$ cat config.mk
export PLATFORM = sky130hd
export DESIGN_NAME = spec_vram_writer
export DESIGN_NICKNAME = d
export VERILOG_FILES = /design/src/rtl/spec_vram_writer.sv
export SDC_FILE = /design/constraint.sdc
export NUM_CORES = 1
export LEC_CHECK = 0
export BUFFER_PORTS_ARGS = -buffer_cell sky130_fd_sc_hd__buf_2
export CAP_MARGIN = 20
export CORE_MARGIN = 2
export CORE_UTILIZATION = 35
export DETAILED_ROUTE_END_ITERATION = 6
export HOLD_SLACK_MARGIN = 0.02
export PLACE_DENSITY_LB_ADDON = 0.2
export SLEW_MARGIN = 25
export SYNTH_ARGS = -nofsm -noshare
export SYNTH_HDL_FRONTEND = slang
export SYNTH_SLANG_ARGS = --single-unit
$ cat constraint.sdc
create_clock -name clkVid -period 5.1 [get_ports clkVid]
set_clock_uncertainty 0.2 [all_clocks]
set_input_delay 1.275 -clock clkVid [delete_from_list [all_inputs] [get_ports clkVid]]
set_output_delay 1.275 -clock clkVid [all_outputs]
set_load 0.03 [all_outputs]
$ cat src/rtl/spec_vram_writer.sv
// CPU write port into the shared video RAM: decodes the video window, tags pixel
// bytes with the colour register, and queues them until the video reader is idle.
module spec_vram_writer #(
  parameter logic [15:0] VBASE = 16'h9000,
  parameter logic [15:0] VSIZE = 16'h3000,
  parameter int          DEPTH = 4
) (
  input  logic        clkVid,
  input  logic        reset,
  input  logic [15:0] cpu_addr,
  input  logic [7:0]  cpu_data,
  input  logic        cpu_wr,
  input  logic        color_wr,
  input  logic        rdvid,
  output logic [13:0] mem_addr,
  output logic [15:0] mem_data,
  output logic        mem_we,
  output logic        cpu_wait,
  output logic [2:0]  color,
  output logic        ovf
);

  localparam int AW = (DEPTH > 1) ? $clog2(DEPTH) : 1;
  localparam int LW = $clog2(DEPTH) + 1;
  localparam logic [LW-1:0] FULL_LVL = LW'(DEPTH);
  localparam logic [16:0] WIN_END = {1'b0, VBASE} + {1'b0, VSIZE};

  // Entry layout: {addr[13:0], colour[2:0], pixels[7:0]}
  logic [24:0]   fifo_mem [DEPTH];
  logic [AW-1:0] wr_ptr_reg;
  logic [AW-1:0] rd_ptr_reg;
  logic [LW-1:0] level_reg;
  logic [LW-1:0] level_next;

  logic [13:0] mem_addr_reg;
  logic [15:0] mem_data_reg;
  logic        mem_we_reg;
  logic        cpu_wait_reg;
  logic [2:0]  color_reg;
  logic        ovf_reg;

  logic        hit;
  logic [15:0] offset;
  logic [13:0] entry_addr;
  logic [24:0] entry;
  logic [24:0] head;
  logic        push_req;
  logic        push;
  logic        pop;
  logic        full;

  // 17-bit compare so a window touching the top of the address space cannot wrap
  assign hit        = (cpu_addr >= VBASE) && ({1'b0, cpu_addr} < WIN_END);
  assign offset     = cpu_addr - VBASE;
  assign entry_addr = {offset[13:8] + 6'd16, offset[7:0]};
  assign entry      = {entry_addr, color_reg, cpu_data};
  assign head       = fifo_mem[rd_ptr_reg];

  assign full       = (level_reg == FULL_LVL);
  assign pop        = (level_reg != '0) && !rdvid;
  assign push_req   = cpu_wr && hit;
  assign push       = push_req && (!full || pop);
  assign level_next = level_reg + LW'(push) - LW'(pop);

  always_ff @(posedge clkVid) begin
    if (push)
      fifo_mem[wr_ptr_reg] <= entry;
  end

  always_ff @(posedge clkVid or posedge reset) begin
    if (reset) begin
      wr_ptr_reg   <= '0;
      rd_ptr_reg   <= '0;
      level_reg    <= '0;
      mem_addr_reg <= '0;
      mem_data_reg <= '0;
      mem_we_reg   <= 1'b0;
      cpu_wait_reg <= 1'b0;
      color_reg    <= 3'b111;
      ovf_reg      <= 1'b0;
    end else begin
      level_reg    <= level_next;
      cpu_wait_reg <= (level_next == FULL_LVL);
      mem_we_reg   <= pop;
      if (push)
        wr_ptr_reg <= wr_ptr_reg + 1'b1;
      if (pop) begin
        rd_ptr_reg   <= rd_ptr_reg + 1'b1;
        mem_addr_reg <= head[24:11];
        mem_data_reg <= {5'b0, head[10:0]};
      end
      if (push_req && !push)
        ovf_reg <= 1'b1;
      if (color_wr)
        color_reg <= cpu_data[2:0];
    end
  end

  assign mem_addr = mem_addr_reg;
  assign mem_data = mem_data_reg;
  assign mem_we   = mem_we_reg;
  assign cpu_wait = cpu_wait_reg;
  assign color    = color_reg;
  assign ovf      = ovf_reg;

endmodule

==> impl_metrics.ini, run 1 <==
[status]
outcome = completed

[cells_and_area]
final_nets = 363
final_cell_mix = edfxtp_1, buf_2, dfrtp_1
fill_cells = 1378
largest_reg_flops = 100
drive_gt1_frac = 0.438
area_growth_pct = 19.0
diodes = 0
regArea_um2 = 3960
layout_commonest_cell = edfxtp_1
multi_input_area_um2 = 1310

[floorplanning]
die_area_um2 = 16500
num_rows = 45
initial_utilization = 0.357
fp.dieH_um = 129
die_w_um = 129
ioPinCount = 65
coreArea_um2 = 15200

[critical_path]
cp.arrival_ps = 3830
slowest_stage = fa_1
cp_top_family = adder cells
crit_path_end_kind = flip-flop
crit_path_frequent_cell = ha_1
worstRegToRegCells = 11
worstPathRequired_ps = 5230
path_depth = 13
start_kind = input pin
path_class = input pin to flip-flop
crit_path_max_fanout = 7
slowest_delay_ps = 390
path_cells = buf_2, ha_1, nor4b_2, a41oi_1, nor3_4, inv_1, ha_1, inv_1, ha_1, fa_1, xnor2_1, xnor2_1, nor3b_1
path_buf_inv = 3

[power_and_ir_drop]
switching_power_uw = 1110
sw_frac_of_total = 0.296
seq_power_share = 0.419
clockPowerShare = 0.322
finalPower_uw = 3740
combPwrFrac = 0.260
internal_power_uw = 2640
leakagePower_uw = 0.00247
power-per-cell-area_nw_per_um2 = 579
peakVddDrop_uv = 274

[cts]
clock_latency_ps = 420
cts.sinks = 138
clkTransAtPathRegs_ps = 50
cts_resized = 0
cts_tree = built
cts_buffers = 17
clk_path_buf_depth = 2
clock_tree.root_cell = clkbuf_16
htree_levels = 4
hold_buffers = 0
post_cts_buffers = 0

[timing]
tightest_slew_ps = 957
period_needed_ps = 3700
setup_violations = 0
rsz0062_at_grt = no
max_slew_margin = 0.362
max_freq_mhz = 270
tns_ps = 0
slew_viol_final = 0
finalHoldViolations = 0
fin_crit_sh = 0.726

[place]
io_buffers = 59
hpwlAfterDp_um = 5920
place_congestion = 0.638

[route]
drcViolationCount = 0
wl_per_cell_um = 19.2
finalWirelength_um = 10100
routed_via_density = 4.72
dr.pass1.iters = 4
drtIter0Drc = 159
vias = 2484
antenna_left = 0

[worst_hold_path]
min-delay-path-class = flip-flop to flip-flop
hold_depth = 1

[global_route]
grt_use_met2 = 0.209
use_met3 = 0.0424
grt_pass1_wl_um = 15500
antenna_found_initial = 0
gr-total-overflow = 0
grt_max_degree = 39
first_global_vias = 2695
gr-usage-all-layers = 0.134
met1_usage = 0.170
busiest_layer = met2

[yosys]
netlist_area_um2 = 5430
syn_inst = 253
yosysWarnings = 0
postSynthAreaPerCell_um2 = 21.5
synth_seq_area_share = 0.728
ys_seq_elements = 138
synth_cell_type_count = 31

[run]
maxCapViolCount = 0
[final cells by class]
type | count | area share
Clock buffer | 24 | 0.0760
Clock inverter | 8 | 0.0143
Inverter | 10 | 0.00600
Multi-Input combinational cell | 93 | 0.203
Sequential cell | 138 | 0.612
Tap cell | 188 | 0.0364
Timing Repair Buffer | 65 | 0.0526
[worst paths after layout]
path | startpoint | to | slack [ps]
worst max-delay path | cpu_addr[12] | cpu_wait | 1400
worst min-delay path | mem_addr[3] | mem_addr[3] | 300
worst max register to register | level_reg[2] | cpu_wait | 2470
worst min register to register | mem_addr[3] | mem_addr[3] | 300
max in group asynchronous | reset | rd_ptr_reg[0] | 3400
min in group asynchronous | reset | mem_we | 780
[per-stage QoR]
step | cells | utilization | setup slack (ps) | area (um2) | hold WS (ps)
final | 526 | 0.425 | 1400 | 6470 | 300
after global routing | 526 | 0.425 | 1150 | 6470 | 320
after CTS | 526 | 0.425 | 1350 | 6470 | 308
after detailed placement | 494 | 0.387 | 903 | 5880 | 289
after global placement | 494 | 0.387 | 1020 | 5880 | 285
after floorplan | 257 | - | 1370 | 5450 | 312
[synth_stat cells]
cell type | instances | share of area
nor4_1 | 1 | 0.0012
mux2_4 | 18 | 0.050
mux2_1 | 1 | 0.0021
ha_1 | 8 | 0.018
dfstp_2 | 3 | 0.015
inv_1 | 10 | 0.0069
nor2_1 | 2 | 0.0014
edfxtp_1 | 100 | 0.55
xor2_1 | 2 | 0.0032
buf_6 | 3 | 0.0062
dfrtp_1 | 35 | 0.16
a41oi_1 | 1 | 0.0016
nor3b_1 | 1 | 0.0014
clkbuf_1 | 1 | 0.00069
buf_2 | 2 | 0.0018
buf_12 | 2 | 0.0074
buf_4 | 8 | 0.011
nor4b_2 | 1 | 0.0028
fa_1 | 1 | 0.0037
a21o_1 | 1 | 0.0014
and2_1 | 4 | 0.0046
mux4_1 | 7 | 0.034
nor2_2 | 1 | 0.0012
nor3_4 | 1 | 0.0030
nor3_1 | 3 | 0.0028
conb_1 | 1 | 0.00069
nand3b_1 | 1 | 0.0014
mux2_2 | 10 | 0.021
mux4_2 | 18 | 0.075
nand2_1 | 2 | 0.0014
xnor2_1 | 4 | 0.0064
[power groups by stage]
stage               registers [uW]  clock network [uW]  logic [uW]
finish                        1570                1200         972
global route                  1600                1280        1040
CTS                           1570                1240         990
detailed placement            1590                   0         989
global placement              1590                   0         976
floorplan                     1710                   0         642
[kinds of logic after synthesis]
logic type      Yosys count  share of synthesized area
flops                   138                      0.728
mux                      54                      0.181
buf+inv                  26                     0.0341
simple gates             17                     0.0210
fa+ha+maj                 9                     0.0221
xor+xnor                  6                    0.00967
compound gates            2                    0.00299
other cells               1                   0.000690
[routing by layer]
| layer | part of all wire | vias up |
|---|---|---|
| li1 | - | 1123 |
| met1 | 0.46 | 1287 |
| met2 | 0.48 | 59 |
| met3 | 0.037 | 15 |
| met4 | 0.021 | 0 |
| met5 | 0 | - |
No activity file was read; power rests on OpenSTA's default activity.
==> inputs of run 2 (changes only) <==
Clock period 5.1 ns to 3.4 ns, I/O delays scaled along.
==> impl_metrics.ini, run 2 (synthesis results as in run 1) <==
[status]
outcome = completed

[critical_path]
path_class = input pin to flip-flop
crit_path_end_kind = flip-flop
cp-startpoint = cpu_addr[13]
r2r-start = level_reg[2]
worst-r2r-setup-slack_ps = 910
crit_path_max_fanout = 2
worstPathRequired_ps = 3520
start_kind = input pin
timing.rr.end = cpu_wait
cp.arrival_ps = 3290
worstRegToRegCells = 11

[global_route]
gr-total-overflow = 0
grt_pass1_wl_um = 16000
grt_max_degree = 29
first_global_vias = 2730
gr-usage-all-layers = 0.137
antenna_found_initial = 0

[timing]
slew_viol_final = 0
finalHoldViolations = 0
fin_crit_sh = 0.931
hold_ws_ps = 238
tns_ps = 0
max_slew_margin = 0.625
max_freq_mhz = 316
rsz0062_at_grt = no
tightest_slew_ps = 562
setup_violations = 0
period_needed_ps = 3170

[power_and_ir_drop]
clockPowerShare = 0.327
seq_power_share = 0.402
sw_frac_of_total = 0.291
peakVddDrop_uv = 382
switching_power_uw = 1660
internal_power_uw = 4050
power-per-cell-area_nw_per_um2 = 861
leakagePower_uw = 0.00255
combPwrFrac = 0.271

[place]
dpl.cell_count = 508
place_congestion = 0.736
place_area_um2 = 6040
io_buffers = 59
hpwlAfterDp_um = 6300

[cells_and_area]
area_growth_pct = 22.3
final_nets = 377
regArea_um2 = 3960
finish.utilization = 0.437
fill_cells = 1348
drive_gt1_frac = 0.452
multi_input_area_um2 = 1310
largest_reg_flops = 100
final_cells = 540
stdcell_area_um2 = 6640
layout_commonest_cell = edfxtp_1
diodes = 0
final_cell_mix = edfxtp_1, buf_2, dfrtp_1

[floorplanning]
die_area_um2 = 16500
die_w_um = 129
coreArea_um2 = 15200
ioPinCount = 65
fp.dieH_um = 129
num_rows = 45
initial_utilization = 0.357

[route]
wl_per_cell_um = 19.1
dr.pass1.iters = 4
drcViolationCount = 0
finalWirelength_um = 10300
drtIter0Drc = 133
vias = 2540
antenna_left = 0
routed_via_density = 4.70

[cts]
clk_path_buf_depth = 2
cts.sinks = 138
clock_tree.root_cell = clkbuf_16
clock_latency_ps = 410
cts_resized = 0
cts_tree = built
post_cts_buffers = 0
clkTransAtPathRegs_ps = 60
hold_buffers = 0
htree_levels = 4
cts_buffers = 17

[run]
maxCapViolCount = 0

[worst_hold_path]
min-delay-path-class = input pin to asynchronous set/reset pin
run 2: changes by cell type in the layout (fill, tap and decap cells not counted), sizes merged:
cell / delta
buf: +14
bufinv: +1
clkbuf: -1
clkinv: -1
inv: +1
run 2: power by group through the flow:
stage / Sequential [uW] / Clock [uW] / Combinational (uW)
4_1_cts: 2310 / 1920 / 1580
2_1_floorplan: 2560 / 0 / 963
6_report: 2300 / 1870 / 1550
5_1_grt: 2340 / 1990 / 1670
3_5_place_dp: 2330 / 0 / 1580
3_3_place_gp: 2330 / 0 / 1570
run 2: stage by stage:
stage / worst slack [ps] / power (uW)
2_1_floorplan: 98.8 / 3520
3_5_place_dp: -224 / 3910
6_report: 234 / 5720
4_1_cts: 194 / 5800
5_1_grt: 56.0 / 6010
3_3_place_gp: -144 / 3900
run 2: how the worst max path moves through the flow:
stage | to | slack, ps | cells past startpoint
after global placement | cpu_wait | -140 | 14
after global routing | cpu_wait | 60 | 14
after floorplan | cpu_wait | 100 | 13
final | cpu_wait | 230 | 14
after detailed placement | cpu_wait | -220 | 14
after CTS | cpu_wait | 190 | 14
run 2: critical path, cell delays in order:
cell	delay, ps
buf_2	90
inv_1	90
ha_1	150
nor4b_2	230
a41oi_1	230
nor3_4	170
inv_1	60
ha_1	270
inv_1	40
ha_1	180
fa_1	370
xnor2_1	180
xnor2_1	160
nor3b_1	210
run 2: layout make-up:
| class | instances | area share |
|---|---|---|
| well taps | 188 | 0.0354 |
| inverters | 10 | 0.00565 |
| flip-flops and latches | 138 | 0.596 |
| clock inverters | 9 | 0.0177 |
| repair buffers | 79 | 0.0746 |
| multi-input cells | 93 | 0.197 |
| clock buffers | 23 | 0.0735 |
run 2: routing by layer:
metal  global-route usage  part of all wire  vias up
li1                     -                 -     1150
met1                0.179              0.47     1318
met2                0.208              0.46       61
met3               0.0561             0.051       11
met4               0.0467             0.013        0
met5                    0                 0        -
